$ cat config.mk
export PLATFORM = sky130hd
export DESIGN_NAME = step_ring_fsm
export DESIGN_NICKNAME = d
export VERILOG_FILES = /design/src/rtl/step_ring_fsm.sv
export SDC_FILE = /design/constraint.sdc
export NUM_CORES = 1
export LEC_CHECK = 0
export BUFFER_PORTS_ARGS = -buffer_cell sky130_fd_sc_hd__buf_4
export CAP_MARGIN = 30
export CORE_ASPECT_RATIO = 1.2
export CORE_MARGIN = 2
export CORE_UTILIZATION = 48
export CTS_CLUSTER_DIAMETER = 200
export DETAILED_ROUTE_END_ITERATION = 10
export PLACE_DENSITY_LB_ADDON = 0.3
export SLEW_MARGIN = 20
export SYNTH_ARGS = -nofsm -noshare
export SYNTH_HDL_FRONTEND = slang
export SYNTH_SLANG_ARGS = --single-unit
$ cat constraint.sdc
create_clock -name clk -period 1.7 [get_ports clk]
set_clock_uncertainty 0.1 [all_clocks]
set_input_delay 0.255 -clock clk [delete_from_list [all_inputs] [get_ports clk]]
set_output_delay 0.255 -clock clk [all_outputs]
set_load 0.05 [all_outputs]
$ cat src/rtl/step_ring_fsm.sv
// step_ring_fsm: programmable N-state ring sequencer stepped by data_in.
// Ports: clk, reset (sync, active-high), data_in (step request),
//   dir (0 fwd / 1 bwd), hold, load + load_state, pat_we + pat_in
//   (per-state output pattern), data_out = pattern[state], state_out,
//   wrap_pulse / load_err (registered one-cycle pulses), step_count
//   (saturating count of accepted steps).
module step_ring_fsm #(
   parameter int NUM_STATES = 4,
   parameter int RESET_STATE = 1,
   parameter int WRAP_TO = 1,
   parameter logic [NUM_STATES-1:0] OUT_PATTERN = NUM_STATES'(4'b1010),
   parameter int EDGE_MODE = 0,
   parameter int CNT_W = 8,
   localparam int SW = (NUM_STATES > 2) ? $clog2(NUM_STATES) : 1
) (
   input  logic                  clk,
   input  logic                  reset,
   input  logic                  data_in,
   input  logic                  dir,
   input  logic                  hold,
   input  logic                  load,
   input  logic [SW-1:0]         load_state,
   input  logic                  pat_we,
   input  logic [NUM_STATES-1:0] pat_in,
   output logic                  data_out,
   output logic [SW-1:0]         state_out,
   output logic                  wrap_pulse,
   output logic                  load_err,
   output logic [CNT_W-1:0]      step_count
);

   typedef enum logic [2:0] {
      ACT_IDLE,
      ACT_LOAD,
      ACT_LERR,
      ACT_HOLD,
      ACT_FWD,
      ACT_BWD
   } act_t;

   localparam logic [SW-1:0] LAST = SW'(NUM_STATES - 1);
   localparam logic [SW-1:0] WRAP = SW'(WRAP_TO);
   localparam logic [SW-1:0] RST  = SW'(RESET_STATE);
   localparam logic [SW:0]   NS_X = (SW+1)'(NUM_STATES);

   logic [SW-1:0]         state;
   logic [SW-1:0]         state_nx;
   logic [NUM_STATES-1:0] pattern;
   logic [CNT_W-1:0]      count;
   logic [CNT_W-1:0]      count_nx;
   logic [CNT_W-1:0]      count_inc;
   logic                  prev;
   logic                  step;
   logic                  wrap_q;
   logic                  wrap_nx;
   logic                  lerr_q;
   logic                  lerr_nx;
   act_t                  act;

   // prev resets high so a data_in held through reset is not an edge
   assign step = (EDGE_MODE != 0) ? (data_in & ~prev) : data_in;

   // priority: load > hold > step > idle
   always_comb begin
      act = ACT_IDLE;
      if (load) begin
         if ({1'b0, load_state} < NS_X) act = ACT_LOAD;
         else                           act = ACT_LERR;
      end else if (hold) begin
         act = ACT_HOLD;
      end else if (step) begin
         act = dir ? ACT_BWD : ACT_FWD;
      end
   end

   always_comb begin
      state_nx  = state;
      count_nx  = count;
      wrap_nx   = 1'b0;
      lerr_nx   = 1'b0;
      count_inc = (&count) ? count : count + 1'b1;
      unique case (act)
         ACT_LOAD: begin
            state_nx = load_state;
            count_nx = '0;
         end
         ACT_LERR: lerr_nx = 1'b1;
         ACT_FWD: begin
            count_nx = count_inc;
            if (state == LAST) begin
               state_nx = WRAP;
               wrap_nx  = 1'b1;
            end else begin
               state_nx = state + 1'b1;
            end
         end
         ACT_BWD: begin
            count_nx = count_inc;
            // states below WRAP_TO are entry-only, never re-entered
            if (state <= WRAP) begin
               state_nx = LAST;
               wrap_nx  = 1'b1;
            end else begin
               state_nx = state - 1'b1;
            end
         end
         default: ;
      endcase
   end

   always_ff @(posedge clk) begin
      if (reset) begin
         state   <= RST;
         pattern <= OUT_PATTERN;
         count   <= '0;
         prev    <= 1'b1;
         wrap_q  <= 1'b0;
         lerr_q  <= 1'b0;
      end else begin
         state  <= state_nx;
         count  <= count_nx;
         prev   <= data_in;
         wrap_q <= wrap_nx;
         lerr_q <= lerr_nx;
         if (pat_we) pattern <= pat_in;
      end
   end

   assign data_out   = pattern[state];
   assign state_out  = state;
   assign wrap_pulse = wrap_q;
   assign load_err   = lerr_q;
   assign step_count = count;

endmodule

; Yosys cells after proc, flatten, opt, wreduce, memory -nomap -nowiden
; Cells that the tools add are included.
[classes]
addsub = 3
n_mux = 15
order_cmp = 2
eq_ne = 6
reduce_logical = 5
[ops]
columns = cell, count
row1 = $pmux W8 S2, 1
row2 = $mux W3, 3
row3 = $add A8 B1 Y8 const B, 1
row4 = $mux W8, 1
row5 = $reduce_and A8 Y1, 1
row6 = $eq A3 B3 Y1 const B, 2
row7 = $pmux W2 S3, 1
row8 = $mux W1, 5
row9 = $mux W2, 2
row10 = $eq A3 B1 Y1 const B, 1
row11 = $eq A3 B2 Y1 const B, 1
row12 = $lt A2 B3 Y1 const B, 1
row13 = $reduce_bool A3 Y1, 1
row14 = $add A2 B1 Y2 const B, 1
row15 = $bmux W1 S2, 1
row16 = $eq A2 B2 Y1 const B, 1
row17 = $le A2 B1 Y1 const B, 1
row18 = $ne A2 B2 Y1 const B, 1
row19 = $pmux W1 S2, 1
row20 = $reduce_and A2 Y1, 1
row21 = $reduce_bool A2 Y1, 1
row22 = $reduce_or A2 Y1, 1
row23 = $sub A2 B1 Y2 const B, 1
[totals]
register_bits = 16
out_inout_bits = 13
in_bits = 13
wordCells = 36

; Longest topological paths before layout
[depth]
depth_word = 8
depth_mapped = 5

; Worst setup path after synthesis
; No wires, ideal clock.
[synth_timing]
path_type = reg2reg
startpoint = register count[0] (netlist: step_count[0])
endpoint = register count[3] (netlist: step_count[3])
slack_ps = -148
path_stages_with_launch = 6
arrival_time_ps = 1631
setup_time_ps = 117
n_path_buf = 0
cell_sequence = dfxtp_1 ha_1 nand4_1 o2111ai_1 xor2_1 nor2_1
[synth_via]
elab_chain_cells = 3
elab_cells_between_ends = 6
cone_classes = 1 x add/sub / 1 x eq/ne / 2 x mux / 2 x reduce/logical
[synth_rtl]
columns = item, line
row1 = "start, declared", 49  ; logic [CNT_W-1:0] count;
row2 = "start signal, assigned", 121  ; count <= count_nx;
row3 = $add A8 B1 Y8 or $reduce_and A8 Y1 (tied branches), 81  ; count_inc = (&count) ? count : count + 1'b1;
row4 = $mux W8 or $ne A2 B2 Y1 (tied branches), n/a
row5 = $pmux W8 S2 or $reduce_and A2 Y1 (tied branches), n/a
; Several ways; a longest one is shown, not always the timed one. The select of a mux whose other input is x is not followed.
; A chain may end at the register's enable or synchronous reset.

; Worst setup path in the final report
[layout_timing]
startpoint = register state[0] (netlist: state_out[0])
endpoint = output data_out
[layout_via]
elab_chain_cells = 2
[layout_rtl]
columns = item, line
row1 = "start, declared", 46  ; logic [SW-1:0] state;
row2 = "start signal, assigned", 120  ; state <= state_nx;
row3 = $bmux W1 S2, 129  ; assign data_out = pattern[state];
row4 = $mux W1 (not written as such), 129
row5 = "end, declared", 25  ; output logic data_out,
; No other way between the ends. The select of a mux whose other input is x is not followed.

==> impl_metrics.env <==
export IMPL_yosysTopAreaCellShare_pct=39.1
export IMPL_hold_viol_final=0
export IMPL_worst_pin_slew_ns=0.522
export IMPL_clk_path_buf_depth=2
export IMPL_synth_top_family_by_area="simple AND/OR/NAND/NOR gates"
export IMPL_ant_nets=0
export IMPL_worst_hold_path_type="in2reg"
export IMPL_clock_sink_count=16
export IMPL_io_buffers=25
export IMPL_layout_drive_gt1_share_pct=39.1
export IMPL_clock_latency_ns=0.28
export IMPL_swShare_pct=27.6
export IMPL_wl_per_cell_um=13.2
export IMPL_power_leakage_nw=0.492
export IMPL_power_mw=0.738
export IMPL_ctsHoldBuffers=0
export IMPL_synth_seq_area_share_pct=39.1
export IMPL_synth_compound_area_share_pct=14.7
export IMPL_switchingPower_mw=0.203
export IMPL_crit_type="reg2out"
export IMPL_slew_violations=0
export IMPL_power_density_mw_per_mm2=693
export IMPL_num_vias=702
export IMPL_drt_iter0_drc=3
export IMPL_numCtsBuffers=3
export IMPL_seqPwrFrac_pct=54.0
export IMPL_cts_root_buf="clkbuf_4"
export IMPL_final_nets=130
export IMPL_cts_max_level=1
export IMPL_antenna_found_initial=0
export IMPL_dieArea_mm2=0.00206
export IMPL_grt_pass1_vias=734
export IMPL_wl_mm=1.69
export IMPL_dp_hpwl_mm=1.24
export IMPL_syn_inst=82
export IMPL_coreArea_mm2=0.00162
export IMPL_grt_start_max_net_pins=10
export IMPL_path_clk_slew_ns=0.09
export IMPL_synth_area_per_cell_um2=9.99
export IMPL_synthXorXnorAreaFrac_pct=3.21
export IMPL_grt_util_all_layers_pct=18.9
export IMPL_end_kind="primary output"
export IMPL_ir_drop_v=0.000612
export IMPL_yosysWarningCount=0
export IMPL_rows=16
export IMPL_pwr_share_comb_pct=19.0
export IMPL_first_pass_iters=4
export IMPL_synthTopCellsByArea="dfxtp_1, ha_1, mux2i_1"
export IMPL_cp_max_fo=2
export IMPL_min_period_over_period_pct=98.0
export IMPL_rsz0062_at_grt="false"
export IMPL_period_needed_ns=1.67
export IMPL_maxCapViolations=0
export IMPL_drc=0
export IMPL_status="finished, final reports clean"
export IMPL_grt_pass1_wl_mm=3.03
export IMPL_cpPeakStageDelay_ns=0.50
export IMPL_synthesis_nets=100
export IMPL_ys_ff_latch=16
export IMPL_async_flop_share_pct=0
export IMPL_ioPinCount=26
export IMPL_synth_area_leader_cell="dfxtp_1"
export IMPL_syn2layout_area_growth_pct=29.9
export IMPL_finalSetupTns_ns=0
export IMPL_yosys_area_share_simple_pct=20.8
export IMPL_cts_tree="built"
export IMPL_synth_edf_count=0
export IMPL_worstSetupStartpointType="flip-flop"
export IMPL_yosys_top_cells_count="dfxtp_1, nor2_1, ha_1, mux2i_1"
export IMPL_setup_viol=0
export IMPL_initial_core_util_pct=50.5
export IMPL_worstPathCellList="mux4_2, buf_6"
export IMPL_fmax_mhz=601
export IMPL_die_height_um=49.3
export IMPL_grt_overflow=0
export IMPL_yosys_area_share_adder_pct=7.63
export IMPL_p_clk_share_pct=27.0
export IMPL_synth_area_mux_share_pct=10.2
export IMPL_yosys_cell_count_top_type="dfxtp_1"
export IMPL_ys_types=39
export IMPL_dieWidth_um=41.7
export IMPL_slowest_stage="mux4_2"
export IMPL_maxSlewHeadroom_pct=65.2
export IMPL_viasPerCell=5.48
export IMPL_worstPathRequired_ns=1.34
export IMPL_diodes=0
export IMPL_gp_congestion=0.725
export IMPL_p_int_mw=0.534
export IMPL_synthFlopType="dfxtp_1"
export IMPL_r2r_slack_ns=0.21
export IMPL_synth_area_um2=820
export IMPL_critPathArrivalTime_ns=1.31
## critical path: cells and delay by family, from the launching register on
family	cells	cell delay, ns
buffers and inverters	1	0.17
muxes	1	0.50
DFF	1	0.36
## cell usage in the layout (no fill, tap or decap), types with 2 or more instances in the layout
master	instances
dfxtp_1	12
a211o_1	2
nor2b_1	2
o21ai_0	2
ha_1	5
a21oi_1	2
nor2_1	7
xor2_1	3
nand4_1	3
inv_1	3
nor3_1	2
clkbuf_4	3
mux2i_1	5
a31oi_1	2
dfxtp_2	3
buf_4	27
nand2_1	3
## power groups by stage
stage	clock, mW	sequential (mW)	combinational (mW)
2_1_floorplan	0	0.428	0.0630
3_3_place_gp	0	0.408	0.130
3_5_place_dp	0	0.409	0.132
4_1_cts	0.200	0.397	0.140
5_1_grt	0.212	0.400	0.152
6_report	0.199	0.398	0.140
## registers in the layout, indices dropped and copies added, names as in the netlist
name	count
pattern	4
state_out	2
load_err	1
wrap_pulse	1
step_count	8
## metrics by stage
stage          worst slack [ns]  cell area (um^2)  std cells  hold WS, ns  util [%]
2_1_floorplan            0.0396               823         82        0.227         -
3_3_place_gp              0.257              1030        124        0.363      63.3
3_5_place_dp              0.231              1030        124        0.364      63.3
4_1_cts                  0.0346              1060        128       0.0616      65.6
5_1_grt                 0.00612              1060        128       0.0717      65.7
6_report                 0.0348              1060        128       0.0653      65.7
## logic make-up after synthesis
logic type | Yosys count
compound gates | 16
xor+xnor | 3
fa+ha+maj | 5
buf+inv | 6
flops | 16
mux | 7
other cells | 1
simple gates | 28
## final timing paths
check / from / to / cells after the start
worst max-delay path: state_out[0]$_SDFFE_PP1P_ / data_out / 2
worst min-delay path: pat_in[3] / pattern[3]$_SDFFE_PP1P_ / 2
worst max register to register: step_count[0]$_SDFFE_PP0P_ / step_count[2]$_SDFFE_PP0P_ / 5
worst min register to register: step_count[1]$_SDFFE_PP0P_ / step_count[1]$_SDFFE_PP0P_ / 2
## area by class of cell
cell class                      count  area (um^2)
Tap cell                           18         22.5
Timing Repair Buffer               28          214
Inverter                            3         11.3
Multi-Input combinational cell     60          467
Clock buffer                        3         22.5
Fill cell                         144          557
Sequential cell                    16          328
## layer usage
metal	up-vias	routed length [um]	track usage (%)
met5	-	0	0
met4	0	9	9.68
met3	2	68	2.96
met2	18	962	36.7
met1	331	654	18.5
li1	351	-	-
## repair_timing
action	in CTS	in global routing
endpoints found under the setup margin	1	1
buffers inserted	1	0
gates resized for setup	2	1
No activity file was read; power rests on OpenSTA's default activity.
